`src/rtl/freq_meter_pkg.sv`:
```
// Shared state encoding, default constants and sizing helper for the frequency meter.
package freq_meter_pkg;

  typedef enum logic [1:0] {
    IDLE  = 2'd0,
    GATE  = 2'd1,
    LATCH = 2'd2
  } state_t;

  localparam int unsigned CLK_HZ      = 50_000_000;
  localparam int unsigned GATE_CYCLES = CLK_HZ;

  // Bits needed to hold cycles-1; never below 1, and $clog2 of a 32-bit value caps at 32.
  function automatic int unsigned gate_cnt_w(input int unsigned cycles);
    return (cycles > 32'd1) ? $clog2(cycles) : 1;
  endfunction

endpackage

```
`src/rtl/sync_rise.sv`:
```
// Two-flop synchronizer plus history flop; flags a rising edge of d.
module sync_rise (
  input  logic clk,
  input  logic rst,
  input  logic d,
  output logic rise
);

  logic s1;
  logic s2;
  logic hist;

  // Synchronizer chain and history flop, cleared by reset.
  always_ff @(posedge clk) begin
    if (rst) begin
      s1   <= 1'b0;
      s2   <= 1'b0;
      hist <= 1'b0;
    end else begin
      s1   <= d;
      s2   <= s1;
      hist <= s2;
    end
  end

  assign rise = s2 & ~hist;

endmodule

```
`src/rtl/freq_meter.sv`:
```
// Gated rising-edge counter: counts sig_in edges over GATE_CYCLES clocks and latches the result.
module freq_meter #(
  parameter int unsigned CLK_HZ      = freq_meter_pkg::CLK_HZ,
  parameter int unsigned GATE_CYCLES = CLK_HZ,
  parameter int unsigned CNT_W       = 32
) (
  input  logic             clk,
  input  logic             rst,
  input  logic             sig_in,
  input  logic             en,
  output logic [CNT_W-1:0] freq,
  output logic             freq_valid,
  output logic             ovf,
  output logic             busy
);

  import freq_meter_pkg::*;

  localparam int unsigned      GATE_W    = gate_cnt_w(GATE_CYCLES);
  localparam logic [GATE_W-1:0] GATE_LAST = GATE_W'(GATE_CYCLES - 1);
  localparam logic [CNT_W-1:0]  CNT_MAX   = '1;

  state_t            state;
  state_t            state_n;
  logic [GATE_W-1:0] gate_cnt;
  logic [GATE_W-1:0] gate_cnt_n;
  logic [CNT_W-1:0]  edge_cnt;
  logic [CNT_W-1:0]  edge_cnt_n;
  logic              ovf_pend;
  logic              ovf_pend_n;
  logic [CNT_W-1:0]  freq_n;
  logic              ovf_n;
  logic              freq_valid_n;
  logic              busy_n;
  logic              rise;

  sync_rise u_sync (
    .clk  (clk),
    .rst  (rst),
    .d    (sig_in),
    .rise (rise)
  );

  // Next-state, counter and output-register update logic.
  always_comb begin
    state_n      = state;
    gate_cnt_n   = gate_cnt;
    edge_cnt_n   = edge_cnt;
    ovf_pend_n   = ovf_pend;
    freq_n       = freq;
    ovf_n        = ovf;
    freq_valid_n = 1'b0;

    case (state)
      IDLE: begin
        if (en) begin
          state_n    = GATE;
          gate_cnt_n = '0;
          edge_cnt_n = '0;
          ovf_pend_n = 1'b0;
        end
      end

      GATE: begin
        if (!en) begin
          // Abort: partial count is dropped, published result untouched.
          state_n = IDLE;
        end else begin
          gate_cnt_n = gate_cnt + GATE_W'(1);
          if (rise) begin
            if (edge_cnt == CNT_MAX) begin
              ovf_pend_n = 1'b1;
            end else begin
              edge_cnt_n = edge_cnt + CNT_W'(1);
            end
          end
          // Result registers load on LATCH entry so they are visible during LATCH.
          if (gate_cnt == GATE_LAST) begin
            state_n      = LATCH;
            freq_n       = edge_cnt_n;
            ovf_n        = ovf_pend_n;
            freq_valid_n = 1'b1;
          end
        end
      end

      LATCH: begin
        if (en) begin
          state_n    = GATE;
          gate_cnt_n = '0;
          edge_cnt_n = '0;
          ovf_pend_n = 1'b0;
        end else begin
          state_n = IDLE;
        end
      end

      default: begin
        state_n = IDLE;
      end
    endcase

    busy_n = (state_n == GATE);
  end

  // State, counters and registered outputs.
  always_ff @(posedge clk) begin
    if (rst) begin
      state      <= IDLE;
      gate_cnt   <= '0;
      edge_cnt   <= '0;
      ovf_pend   <= 1'b0;
      freq       <= '0;
      freq_valid <= 1'b0;
      ovf        <= 1'b0;
      busy       <= 1'b0;
    end else begin
      state      <= state_n;
      gate_cnt   <= gate_cnt_n;
      edge_cnt   <= edge_cnt_n;
      ovf_pend   <= ovf_pend_n;
      freq       <= freq_n;
      freq_valid <= freq_valid_n;
      ovf        <= ovf_n;
      busy       <= busy_n;
    end
  end

endmodule

```
`config.mk`:
```
export PLATFORM = sky130hd
export DESIGN_NAME = freq_meter
export DESIGN_NICKNAME = d
export VERILOG_FILES = /design/src/rtl/freq_meter_pkg.sv /design/src/rtl/sync_rise.sv /design/src/rtl/freq_meter.sv
export SDC_FILE = /design/constraint.sdc
export NUM_CORES = 1
export LEC_CHECK = 0
export BUFFER_PORTS_ARGS = -buffer_cell sky130_fd_sc_hd__buf_4
export CORE_MARGIN = 3
export CORE_UTILIZATION = 50
export CTS_CLUSTER_SIZE = 8
export DETAILED_ROUTE_END_ITERATION = 12
export PLACE_DENSITY = 0.78
export SLEW_MARGIN = 20
export SYNTH_ARGS = -nofsm -noshare
export SYNTH_HDL_FRONTEND = slang
export SYNTH_SLANG_ARGS = --single-unit
```
`constraint.sdc`:
```
create_clock -name clk -period 2.9 [get_ports clk]
set_clock_uncertainty 0.05 [all_clocks]
set_input_delay 0.145 -clock clk [delete_from_list [all_inputs] [get_ports clk]]
set_output_delay 0.145 -clock clk [all_outputs]
set_load 0.01 [all_outputs]
```
Word-level counts from Yosys, hierarchy flattened
Cells that the tools add are included.

cells by class
  add/sub/neg operators = 2
  eq/ne operators = 7
  muxes and demuxes = 19
  bitwise operators = 4
  reduce and logical (&&, ||, !) cells = 6

operators by type and width
  operator                                                                  number
  32-bit two-way mux                                                        4
  32-bit case mux with 2 select lines                                       1
  26-bit two-way mux                                                        2
  26-bit case mux with 2 select lines                                       1
  32-bit by 1-bit adder with 32-bit output (second input constant)          1
  32-bit equality test (second input constant)                              1
  26-bit by 1-bit adder with 26-bit output (second input constant)          1
  26-bit equality test (second input constant)                              1
  1-bit two-way mux                                                         6
  2-bit two-way mux                                                         3
  2-bit case mux with 3 select lines                                        1
  3-bit AND reduction                                                       2
  2-bit by 1-bit equality test with 1-bit output (second input constant)    2
  1-bit inverter                                                            3
  3-bit OR reduction                                                        1
  2-bit equality test (second input constant)                               1
  2-bit zero test                                                           1
  2-bit by 1-bit inequality test with 1-bit output (second input constant)  1
  2-bit inequality test (second input constant)                             1
  1-bit case mux with 2 select lines                                        1
  2-bit nonzero test                                                        1
  2-bit OR reduction                                                        1
  1-bit AND                                                                 1

word-level totals
  register bits after elaboration = 99
  input bits = 4
  output and inout port bits = 35
  logic and storage cells = 49

Logic depth before layout (Yosys ltp)
  depth after elaboration = 5
  depth in mapped cells = 10
  gate-level depth less buffers = 7

Cells and area by module
Synthesis repeated with hierarchy kept, for this count alone.

second synthesis, totals
  cell total of the unflattened synthesis = 599
  area, all modules = 4981.0 µm²

by module, submodules not included
  module      instances  cells an instance  area each (µm²)  seq. area each (µm²)
  freq_meter  1          592                4893.4           1921.8
  sync_rise   1          7                  87.6             60.1

Worst setup path after synthesis
OpenSTA, ideal clock, no wires.

  path kind = register -> register
  start = register gate_cnt[0]
  end = register freq[18]
  setup time = 0.137 ns
  data arrival time = 2.012 ns
  data required time = 2.713 ns
  slack = 0.701 ns
  cell stages (with the launch flop) = 11
  path buffers = 4
  period minus slack after synthesis = 2.199 ns
  cells stage by stage = dfxtp_1 -> ha_1 -> nand3_1 -> or3_1 -> clkbuf_1 -> nor2_2 -> and3_1 -> buf_2 -> buf_2 -> buf_2 -> a211oi_1

on the way
  cells in the longest elaborated chain, start to end = 2

RTL lines
  item                                  line               RTL
  start, declared                       freq_meter.sv:25   logic [GATE_W-1:0] gate_cnt;
  start signal, assigned                freq_meter.sv:119  gate_cnt <= gate_cnt_n;
  26-bit equality test                  freq_meter.sv:78   if (gate_cnt == GATE_LAST) begin
  3-bit AND reduction (no source line)  --
  end signal, assigned                  freq_meter.sv:122  freq <= freq_n;
  end, declared                         freq_meter.sv:11   output logic [CNT_W-1:0] freq,

Every way passes these cells.
A chain may end at the register's enable or synchronous reset.

Worst setup path in the final report
  start = register edge_cnt[16]
  end = register edge_cnt[13]

on the way
  cells in the longest elaborated chain, start to end = 5

RTL lines
  item                                 line               RTL
  start, declared                      freq_meter.sv:27   logic [CNT_W-1:0] edge_cnt;
  start signal, assigned               freq_meter.sv:120  edge_cnt <= edge_cnt_n;
  32-bit equality test                 freq_meter.sv:71   if (edge_cnt == CNT_MAX) begin
  32-bit two-way mux                   freq_meter.sv:71
  32-bit two-way mux                   freq_meter.sv:70   if (rise) begin
  32-bit two-way mux                   freq_meter.sv:65   if (!en) begin
  32-bit case mux with 2 select lines  freq_meter.sv:54   case (state)

Every way passes these cells. The select of a mux whose other input is x is not followed.

==> results by group <==
Status
  • Run status: finished clean

Pwr
  • Clock network power share: 0.350
  • Pint: 0.00170 W
  • VDD IR max: 0.000211 V
  • Power share of the sequential group: 0.612
  • Standby leakage power: 1.84 nW
  • Comb power frac: 0.038
  • Switching Power: 0.000534 W
  • Cell Pwr Density: 408 nW/um^2
  • Switching power as a share of total power: 0.239

Logic synthesis
  • Net count after synthesis: 604
  • Unique cell type count in the Yosys netlist: 56
  • Post-synthesis async set-or-reset flop share: 0
  • Primary flip-flop cell chosen by synthesis mapping: sky130_fd_sc_hd__dfxtp_1
  • Synthesis warning total: 0
  • Syn Std Cell Area: 4970 um^2
  • Avg Synthesized Cell Area: 8.31 um^2
  • Number of enable flip-flop cells after synthesis: 0
  • Synthesized instance count: 598
  • Synthesized flop and latch total: 99
  • Proportion of synthesized chip area in sequential cells: 0.399

Cells and area
  • Antenna diode count: 0
  • Share of final-layout standard cells stronger than drive strength 1: 0.135
  • Number of standard cells in the layout, taps in and fillers out: 750
  • Final standard cell area without fillers: 5470 um^2
  • Number of nets in the finished design: 622
  • Area added between synthesis and finish: 10.2%

STA
  • Final Setup Violations: 0
  • Number of hold violations in the final report: 0
  • Worst max-slew margin expressed relative to the limit: 0.293
  • Sum of negative setup slack: 0 ns
  • Final worst path period share: 0.865
  • Achievable Freq: 399 MHz
  • Actual slew at the worst max-slew pin: 1.06 ns
  • Pins Over Slew Limit: 0
  • Setup repair after global routing missed its margin: no
  • Period minus WS final: 2.51 ns

Floorplan
  • Die Area: 11,200 um^2
  • Std-Cell Rows: 35
  • Die height: 106 um
  • Width of the die: 106 um
  • Initial cell density of the core: 0.525
  • IO Count: 39
  • Core area: 9460 um^2

GRT
  • Antenna violations before repair: 0
  • Wire length of the first global-routing pass: 18.7 mm
  • Maximum number of pins on one net before global-route repair: 67
  • GRT Util Overall: 0.200
  • Total gr overflow: 0
  • Via count of the first global-routing pass: 3,979

Placement
  • Placement Cell Area: 5310 um^2
  • Final weighted congestion in routability-driven placement: 0.828
  • Number of placed cells counting well taps: 734
  • Quantity of I/O buffers inserted on ports: 38
  • Detailed placement HPWL: 7.72 mm

CTS
  • Register clock-pin slew on the reported worst setup and hold paths: 0.09 ns
  • Library cell used as clock root buffer: sky130_fd_sc_hd__clkbuf_8
  • Buffers inserted by post-CTS timing repair: 0
  • Deepest clock path buffer count: 2
  • Clock tree from TritonCTS: yes
  • Deepest level of the CTS H-tree: 3
  • Post_cts resized: 0
  • Total of hold buffers inserted after clock tree synthesis: 0
  • Source-to-sink clock delay at the later pin of the worst-skew pair: 0.36 ns
  • Clock sink count: 99
  • Num CTS Buffers: 9

Worst setup path
  • Reg2reg setup slack: 0.39 ns
  • Critical Path AT: 2.72 ns
  • Kind of end point of the critical path: flip-flop
  • Startpoint Class: flip-flop
  • WP data required: 3.11 ns
  • Maximum fanout along the worst path: 9
  • Category of the most critical setup path: flip-flop to flip-flop

Route
  • Initial DRC count: 274
  • Drc violations: 0
  • Residual antenna-violating net count after detailed routing: 0
  • Total wirelength of the detailed-routed design: 11.2 mm
  • First-pass iteration count of the detailed router: 6
  • Detail-routed via count per cell: 5.93
  • Average wire per cell in the routed design: 15.0 um
  • Vias after detailed routing: 4,450

Job
  • Max Cap Violations: 0

Min path
  • Path category of the worst min-delay check: primary input to flip-flop
-- worst max-delay path, stage by stage (launching register included) --
cell                      delay (ns)
sky130_fd_sc_hd__dfxtp_1        0.46
sky130_fd_sc_hd__and3_1         0.37
sky130_fd_sc_hd__and4_1         0.53
sky130_fd_sc_hd__nand4_1        0.33
sky130_fd_sc_hd__and3b_1        0.33
sky130_fd_sc_hd__nor3b_1        0.15
sky130_fd_sc_hd__a21o_1         0.19
-- power groups by stage --
stage	logic (W)	registers [W]	clock network, W
after floorplan	0.0000583	0.00140	0
after global placement	0.0000836	0.00140	0
after detailed placement	0.0000845	0.00140	0
after CTS	0.0000851	0.00137	0.000791
after global routing	0.0000954	0.00137	0.000845
final	0.0000859	0.00137	0.000780
-- metal layers --
metal / wire [um] / track usage
met2: 5420 / 0.343
met4: 172 / 0.0722
met5: 0 / 0
met1: 5090 / 0.258
met3: 561 / 0.0257
-- registers in the layout (all words and copies together) (netlist names), 2 cells and up --
register,count
freq,32
edge_cnt,32
gate_cnt,26
state,2
-- cell usage after synthesis, types with 4 or more instances --
library cell | instances | area share
sky130_fd_sc_hd__and4_1 | 7 | 0.012
sky130_fd_sc_hd__xnor2_1 | 13 | 0.023
sky130_fd_sc_hd__clkbuf_1 | 27 | 0.020
sky130_fd_sc_hd__nor3_1 | 8 | 0.0081
sky130_fd_sc_hd__a211oi_1 | 29 | 0.044
sky130_fd_sc_hd__inv_1 | 7 | 0.0053
sky130_fd_sc_hd__a41oi_1 | 7 | 0.012
sky130_fd_sc_hd__nor2b_1 | 7 | 0.0088
sky130_fd_sc_hd__nand4_1 | 14 | 0.018
sky130_fd_sc_hd__a31oi_1 | 22 | 0.028
sky130_fd_sc_hd__a21oi_1 | 31 | 0.031
sky130_fd_sc_hd__nor4_1 | 7 | 0.0088
sky130_fd_sc_hd__o21ai_0 | 36 | 0.036
sky130_fd_sc_hd__a22oi_1 | 6 | 0.0091
sky130_fd_sc_hd__nand2_1 | 49 | 0.037
sky130_fd_sc_hd__dfxtp_1 | 99 | 0.40
sky130_fd_sc_hd__o211ai_1 | 5 | 0.0076
sky130_fd_sc_hd__mux2i_1 | 4 | 0.0081
sky130_fd_sc_hd__or3_1 | 4 | 0.0050
sky130_fd_sc_hd__and2_1 | 7 | 0.0088
sky130_fd_sc_hd__nor2_1 | 78 | 0.059
sky130_fd_sc_hd__xor2_1 | 16 | 0.028
sky130_fd_sc_hd__and3_1 | 16 | 0.020
sky130_fd_sc_hd__a311oi_1 | 6 | 0.011
sky130_fd_sc_hd__buf_2 | 12 | 0.012
sky130_fd_sc_hd__nand2b_1 | 5 | 0.0063
sky130_fd_sc_hd__nand3_1 | 26 | 0.026
sky130_fd_sc_hd__o31ai_1 | 8 | 0.012
-- final timing paths --
path | startpoint | end | cells past startpoint
min reg2reg | u_sync.s1$_SDFF_PP0_ | u_sync.s2$_SDFF_PP0_ | 1
max | edge_cnt[16]$_SDFFE_PP0P_ | edge_cnt[13]$_SDFFE_PP0P_ | 6
max reg2reg | edge_cnt[16]$_SDFFE_PP0P_ | edge_cnt[13]$_SDFFE_PP0P_ | 6
min | sig_in | u_sync.s1$_SDFF_PP0_ | 2
-- cells by family after synthesis --
kind of cell,after synthesis,synth area share
DFF,99,0.399
muxes,4,0.00806
AOI/OAI and AO/OA,167,0.235
adders and majority gates,2,0.00504
and+or+nand+nor,245,0.253
buffers and inverters,52,0.0484
xor gates and xnor gates,29,0.0511
-- cell usage in the layout, fill, tap and decap left out, types with 3 or more instances in the layout --
master / instances
sky130_fd_sc_hd__dfxtp_1: 99
sky130_fd_sc_hd__nor2_1: 77
sky130_fd_sc_hd__buf_4: 52
sky130_fd_sc_hd__nand2_1: 49
sky130_fd_sc_hd__o21ai_0: 36
sky130_fd_sc_hd__a21oi_1: 31
sky130_fd_sc_hd__a211oi_1: 29
sky130_fd_sc_hd__nand3_1: 26
sky130_fd_sc_hd__a31oi_1: 22
sky130_fd_sc_hd__xor2_1: 16
sky130_fd_sc_hd__and3_1: 15
sky130_fd_sc_hd__nand4_1: 14
sky130_fd_sc_hd__xnor2_1: 13
sky130_fd_sc_hd__clkbuf_8: 9
sky130_fd_sc_hd__nor3_1: 8
sky130_fd_sc_hd__o31ai_1: 8
sky130_fd_sc_hd__inv_1: 7
sky130_fd_sc_hd__and4_1: 7
sky130_fd_sc_hd__nor4_1: 7
sky130_fd_sc_hd__nor2b_1: 7
sky130_fd_sc_hd__and2_1: 7
sky130_fd_sc_hd__a41oi_1: 7
sky130_fd_sc_hd__a311oi_1: 6
sky130_fd_sc_hd__a22oi_1: 6
sky130_fd_sc_hd__nand2b_1: 5
sky130_fd_sc_hd__o211ai_1: 5
sky130_fd_sc_hd__or3_1: 4
sky130_fd_sc_hd__mux2i_1: 4
sky130_fd_sc_hd__nor2_2: 3
sky130_fd_sc_hd__nand3b_1: 3
sky130_fd_sc_hd__a211oi_2: 3
sky130_fd_sc_hd__a21o_1: 3
sky130_fd_sc_hd__clkbuf_1: 3
sky130_fd_sc_hd__clkinvlp_4: 3
-- metrics by stage --
stage / setup WS (ns) / util / power, W / hold WS (ns)
6_report: 0.391 / 0.578 / 0.00223 / 0.0239
5_1_grt: 0.207 / 0.578 / 0.00231 / 0.0158
4_1_cts: 0.418 / 0.578 / 0.00224 / 0.0209
3_5_place_dp: 0.443 / 0.561 / 0.00148 / 0.375
3_3_place_gp: 0.527 / 0.561 / 0.00148 / 0.377
2_1_floorplan: 0.701 / - / 0.00145 / 0.223
-- layout make-up --
class | instances | area (um^2)
Fill cell | 892 | 3990
Multi-Input combinational cell | 447 | 2750
Sequential cell | 99 | 1980
Timing Repair Buffer | 52 | 390
Tap cell | 129 | 161
Clock buffer | 12 | 135
Clock inverter | 4 | 27.5
Inverter | 7 | 26.3
Note: power is estimated with default switching activity, not from simulation.
